===== config.mk =====
export PLATFORM = sky130hd
export DESIGN_NAME = riscv_hwloop_regs
export DESIGN_NICKNAME = d
export VERILOG_FILES = /design/src/rtl/riscv_hwlp_pkg.sv /design/src/rtl/riscv_hwloop_slot.sv /design/src/rtl/riscv_hwloop_regs.sv
export SDC_FILE = /design/constraint.sdc
export NUM_CORES = 1
export LEC_CHECK = 0
export ABC_AREA = 1
export CELL_PAD_IN_SITES_DETAIL_PLACEMENT = 1
export CELL_PAD_IN_SITES_GLOBAL_PLACEMENT = 1
export CORE_MARGIN = 3
export CORE_UTILIZATION = 25
export CTS_BUF_LIST = sky130_fd_sc_hd__clkbuf_4
export DETAILED_ROUTE_END_ITERATION = 10
export GPL_TIMING_DRIVEN = 0
export PLACE_DENSITY_LB_ADDON = 0.1
export SLEW_MARGIN = 20
export SYNTH_ARGS = -nofsm -noshare
export SYNTH_HDL_FRONTEND = slang
export SYNTH_HIERARCHICAL = 1
export SYNTH_SLANG_ARGS = --single-unit

===== constraint.sdc =====
create_clock -name clk -period 3.7 [get_ports clk]
set_clock_uncertainty 0.1 [all_clocks]
set_input_delay 0.74 -clock clk [delete_from_list [all_inputs] [get_ports clk]]
set_output_delay 0.74 -clock clk [all_outputs]
set_load 0.02 [all_outputs]

===== src/rtl/riscv_hwlp_pkg.sv =====
// Shared definitions for the RI5CY hardware-loop register file.
package riscv_hwlp_pkg;

    // Bit positions inside the 3-bit hwlp write-enable vector
    localparam int HWLP_WE_START = 0;
    localparam int HWLP_WE_END   = 1;
    localparam int HWLP_WE_CNT   = 2;

    // Default number of hardware loop sets
    localparam int HWLP_N_REGS = 2;

    // Loop addresses are halfword aligned, so bit 0 is always forced low
    localparam logic [31:0] HWLP_ADDR_MASK = 32'hFFFF_FFFE;

    typedef logic [31:0] hwlp_addr_t;

    // Per-loop counter state: IDLE while the counter is zero, ARMED otherwise
    typedef enum logic {
        HWLP_IDLE  = 1'b0,
        HWLP_ARMED = 1'b1
    } hwlp_state_e;

endpackage


===== src/rtl/riscv_hwloop_slot.sv =====
// One hardware-loop set: start/end address, iteration counter and active flag.
// A counter write always beats a same-cycle decrement; the counter saturates at zero.
module riscv_hwloop_slot
    import riscv_hwlp_pkg::*;
(
    input  logic       clk,
    input  logic       rst_n,
    input  logic       i_we_start,
    input  logic       i_we_end,
    input  logic       i_we_cnt,
    input  logic       i_dec,
    input  hwlp_addr_t i_start_data,
    input  hwlp_addr_t i_end_data,
    input  logic [31:0] i_cnt_data,
    output hwlp_addr_t o_start_addr,
    output hwlp_addr_t o_end_addr,
    output logic [31:0] o_counter,
    output logic       o_active
);

    hwlp_addr_t  r_start;
    hwlp_addr_t  r_end;
    logic [31:0] r_cnt;
    hwlp_state_e r_state;

    logic [31:0] w_cnt_next;

    // Next counter value: write has priority, decrement stops at zero
    always_comb begin
        w_cnt_next = r_cnt;
        if (i_we_cnt) begin
            w_cnt_next = i_cnt_data;
        end else if (i_dec && (r_cnt != 32'd0)) begin
            w_cnt_next = r_cnt - 32'd1;
        end
    end

    // Loop-set registers and the IDLE/ARMED state, cleared by synchronous reset
    always_ff @(posedge clk) begin
        if (!rst_n) begin
            r_start <= '0;
            r_end   <= '0;
            r_cnt   <= '0;
            r_state <= HWLP_IDLE;
        end else begin
            if (i_we_start) begin
                r_start <= i_start_data & HWLP_ADDR_MASK;
            end
            if (i_we_end) begin
                r_end <= i_end_data & HWLP_ADDR_MASK;
            end
            r_cnt   <= w_cnt_next;
            r_state <= (w_cnt_next != 32'd0) ? HWLP_ARMED : HWLP_IDLE;
        end
    end

    assign o_start_addr = r_start;
    assign o_end_addr   = r_end;
    assign o_counter    = r_cnt;
    assign o_active     = (r_state == HWLP_ARMED);

endmodule


===== src/rtl/riscv_hwloop_regs.sv =====
// Hardware-loop register file for the ID stage. Decodes the loop-select index
// into per-slot write enables and qualifies all writes and decrements with valid_i.
module riscv_hwloop_regs
    import riscv_hwlp_pkg::*;
#(
    parameter int N_REGS     = HWLP_N_REGS,
    parameter int N_REG_BITS = $clog2(N_REGS)
) (
    input  logic                          clk,
    input  logic                          rst_n,
    input  logic [31:0]                   hwlp_start_data_i,
    input  logic [31:0]                   hwlp_end_data_i,
    input  logic [31:0]                   hwlp_cnt_data_i,
    input  logic [2:0]                    hwlp_we_i,
    input  logic [N_REG_BITS-1:0]         hwlp_regid_i,
    input  logic                          valid_i,
    input  logic [N_REGS-1:0]             hwlp_dec_cnt_i,
    output logic [N_REGS-1:0][31:0]       hwlp_start_addr_o,
    output logic [N_REGS-1:0][31:0]       hwlp_end_addr_o,
    output logic [N_REGS-1:0][31:0]       hwlp_counter_o,
    output logic [N_REGS-1:0]             hwlp_active_o
);

    logic [31:0] w_regid;
    logic        w_regid_ok;

    assign w_regid    = 32'(hwlp_regid_i);
    assign w_regid_ok = (w_regid < 32'(N_REGS));

    for (genvar i = 0; i < N_REGS; i++) begin : g_slot
        localparam logic [31:0] SLOT_ID = 32'(i);

        logic w_sel;
        logic w_dec;

        // A slot is written only when selected by an in-range index on a valid ID cycle
        assign w_sel = valid_i && w_regid_ok && (w_regid == SLOT_ID);
        assign w_dec = valid_i && hwlp_dec_cnt_i[i];

        riscv_hwloop_slot u_slot (
            .clk          (clk),
            .rst_n        (rst_n),
            .i_we_start   (w_sel && hwlp_we_i[HWLP_WE_START]),
            .i_we_end     (w_sel && hwlp_we_i[HWLP_WE_END]),
            .i_we_cnt     (w_sel && hwlp_we_i[HWLP_WE_CNT]),
            .i_dec        (w_dec),
            .i_start_data (hwlp_start_data_i),
            .i_end_data   (hwlp_end_data_i),
            .i_cnt_data   (hwlp_cnt_data_i),
            .o_start_addr (hwlp_start_addr_o[i]),
            .o_end_addr   (hwlp_end_addr_o[i]),
            .o_counter    (hwlp_counter_o[i]),
            .o_active     (hwlp_active_o[i])
        );
    end

endmodule


==> reports/results.txt <==
Max Slew Vio Count -> 0
Async S/R FF share, synth -> 0%
Area growth, synth to finish -> 39.2%
Final hold viol count -> 0
Worst-path cell with the longest stage delay -> clkdlybuf4s50_1
CTS Root Cell -> clkbuf_4
Util after Layout -> 35.4%
Hold Path Depth -> 2
Period utilization -> 94.2%
Sequential share of the synthesized area -> 38.4%
CP Max Fanout -> 10
Worst min-delay path category -> reg2reg
Largest net degree at the start of global routing -> 19
Synthesized flop and latch total -> 190
Dpl cells -> 2,396
Net Switching -> 2.27 mW
CP max stage delay -> 0.68 ns
Wirelength per Cell -> 18.8 um
Data required time at the worst endpoint -> 4.14 ns
Setup TNS -> 0 ns
Crit-path most repeated cell -> nor2_1
Vias -> 11,154
Least-Margin Pin Slew -> 0.663 ns
RSZ-0062 raised after global routing -> no
Worst hold path startpoint -> g_slot[1].u_slot/o_end_addr[19]$_SDFFE_PN0P_
DP Wirelength -> 37,000 um
Synth Flop Type -> dfxtp_1
Clock buffer depth -> 2
WHS Endpoint -> g_slot[1].u_slot/o_end_addr[19]$_SDFFE_PN0P_
Core Area -> 38,900 um^2
DR iter-0 viols -> 396
VDD IR-drop max -> 0.000254 V
Reg2reg end -> g_slot[0].u_slot/o_active$_SDFF_PN0_
Total CTS buffers -> 17
Clk sinks -> 190
Die ar. -> 42,000 um^2
CTS tree -> built
Most frequent cells in the layout -> nand2_1 (430), nor2_1 (430), clkdlybuf4s50_1 (291), dfxtp_1 (190), o21ai_0 (136)
R2R Path Start -> g_slot[0].u_slot/o_counter[0]$_SDFF_PN0_
CP Capture Type -> register
Share of layout cells above drive strength 1 -> 6.96%
Syn Std Cell Area -> 9900 um^2
First-pass GRT wire length -> 68,600 um
CP Data Arrival Time -> 3.92 ns
P_leak -> 6.15 nW
Worst hold slack -> 0.416 ns
Register clock-pin slew on the reported worst setup and hold paths -> 0.18 ns
Via density per instance -> 4.59
Antenna violations before repair -> 10
Post-Layout Cell Count -> 2,430
Clk Latency, worst-skew pair -> 0.64 ns
Comb power frac -> 35.7%
Buf+Inv Stages, Crit Path -> 5
Sequential cell fraction of total power -> 41.7%
Antenna Nets Post-Route -> 0
Vias in the first global route -> 11,586
Reg2reg setup slack -> 1.04 ns
Synth Instances -> 1,585
Final min period -> 3.48 ns
EDFF count, synth -> 0
Switching part of the total -> 40.4%
Clk network pwr share -> 22.6%
Startpoint types -> input pin
Avg Inst Size Synth -> 6.25 um^2
Worst slew margin -> 55.8%
Setup crit start -> valid_i
Overall fraction of global-route tracks in use -> 21.5%
# setup viols final -> 0
H-Tree Level Count -> 4
FP Rows -> 72
Fmax -> 287 MHz
Gp weighted congestion -> 0.834
Die X -> 205 um
IO buf count -> 291
Die Y -> 205 um
Power per standard cell area -> 408 nW/um^2
Status -> finished, final reports clean
Worst-path cell chain -> clkdlybuf4s50_1, nand2_1, nor2_1, buf_2, clkinv_1, clkbuf_1, clkbuf_2, o21ai_0, nand4_1, nor2_1, nand2_1, nor2_1, nor2_1
Final net count -> 2,006
Cell family with most CP delay -> buffers and inverters
Number of remaining DRC errors -> 0
Ys Warns -> 6
Max cap viols -> 0
Initial Utilization -> 25.5%
P_int -> 3.35 mW
Netlist cell types -> 33
Routed WL -> 45,600 um
Critical path class -> in2reg
Total grt overflow -> 0
Pre-Repair DR Iteration Count -> 5
I/O Pins -> 299
Worst r2r path cells -> 16
## worst max-delay path by stage
stage	to	slack, ns	cells past startpoint
after detailed placement	g_slot[0].u_slot/o_active$_SDFF_PN0_	-0.61	13
after CTS	g_slot[0].u_slot/o_active$_SDFF_PN0_	0.15	13
after floorplan	g_slot[0].u_slot/o_active$_SDFF_PN0_	1.27	13
after global placement	g_slot[0].u_slot/o_active$_SDFF_PN0_	-0.57	13
after global routing	g_slot[0].u_slot/o_active$_SDFF_PN0_	0.01	13
final	g_slot[0].u_slot/o_active$_SDFF_PN0_	0.22	13
## layer usage
metal  GRT usage (%)  part of all wire [%]  vias up
met5               0                  0.17        -
met4            4.15                  0.99       14
met3            8.25                   8.1       33
met2            36.4                    47      231
met1            26.1                    43     5300
li1                -                     -     5576
## state kept, by name, summed over array words and instances (netlist names)
name / cells
g_slot.u_slot/o_end_addr: 62
g_slot.u_slot/o_active: 2
g_slot.u_slot/o_counter: 64
g_slot.u_slot/o_start_addr: 62
## metrics by stage
stage | worst slack [ns] | power, mW | instance area (um^2)
global placement | -0.574 | 4.38 | 13500
CTS | 0.155 | 5.71 | 13800
global route | 0.0117 | 6.01 | 13800
finish | 0.215 | 5.63 | 13800
floorplan | 1.27 | 3.57 | 9910
detailed placement | -0.609 | 4.41 | 13500
## worst min-delay path: cells and delay by family, from the launching register on
| kind | cells | cell delay (ns) |
|---|---|---|
| flops | 1 | 0.35 |
| compound gates | 1 | 0.07 |
| simple gates | 1 | 0.07 |
## cells in the mapped netlist, types with 2 or more instances
library cell | count | share of area (%)
xor2_1 | 10 | 0.88
a21oi_1 | 26 | 1.3
or2_2 | 31 | 2.0
nand2_1 | 430 | 16
buf_4 | 7 | 0.53
conb_1 | 2 | 0.076
inv_1 | 79 | 3.0
buf_1 | 2 | 0.076
nand2_2 | 7 | 0.44
dfxtp_1 | 190 | 38
ha_1 | 4 | 0.51
nand3_1 | 72 | 3.6
nand2_4 | 4 | 0.45
clkinv_1 | 3 | 0.11
o21ai_0 | 136 | 6.9
clkbuf_1 | 51 | 1.9
nor2_1 | 430 | 16
buf_6 | 8 | 0.91
nor2_2 | 23 | 1.5
nand4_1 | 18 | 1.1
nand3b_1 | 3 | 0.23
inv_2 | 5 | 0.19
xnor2_1 | 8 | 0.71
o21ai_1 | 18 | 0.91
nor2_4 | 7 | 0.80
buf_2 | 4 | 0.20
## cell families (layout without fill, tap and decap cells)
group / Yosys count / in the layout / share of synthesized area [%]
and+or+nand+nor: 1027 / 1027 / 42.9
DFF: 190 / 190 / 38.4
AOI/OAI and AO/OA: 185 / 185 / 9.63
buffers and inverters: 159 / 482 / 6.95
xor gates and xnor gates: 18 / 18 / 1.59
adders and majority gates: 4 / 4 / 0.505
other: 2 / 6 / 0.0758
## repair_timing
action	CTS	global route
setup endpoints to repair	0	1
setup buffers	0	0
resized for setup	0	2
hold buffers	0	0
## power groups by stage
stage / combinational [mW] / sequential, mW / clock, mW
final: 2.01 / 2.35 / 1.27
after global routing: 2.24 / 2.37 / 1.40
after CTS: 2.03 / 2.35 / 1.34
after detailed placement: 2.01 / 2.39 / 0
after global placement: 1.99 / 2.39 / 0
after floorplan: 1.08 / 2.49 / 0
## final cells by class
type / count / area [um^2]
Inverter: 87 / 327
Timing Repair Buffer: 291 / 2910
Antenna cell: 2 / 5.00
Fill cell: 5062 / 25100
Clock inverter: 15 / 180
Tap cell: 518 / 648
Multi-Input combinational cell: 1238 / 5420
Sequential cell: 190 / 3800
Clock buffer: 17 / 128
Buffer: 72 / 363
No activity file was read; power rests on OpenSTA's default activity.
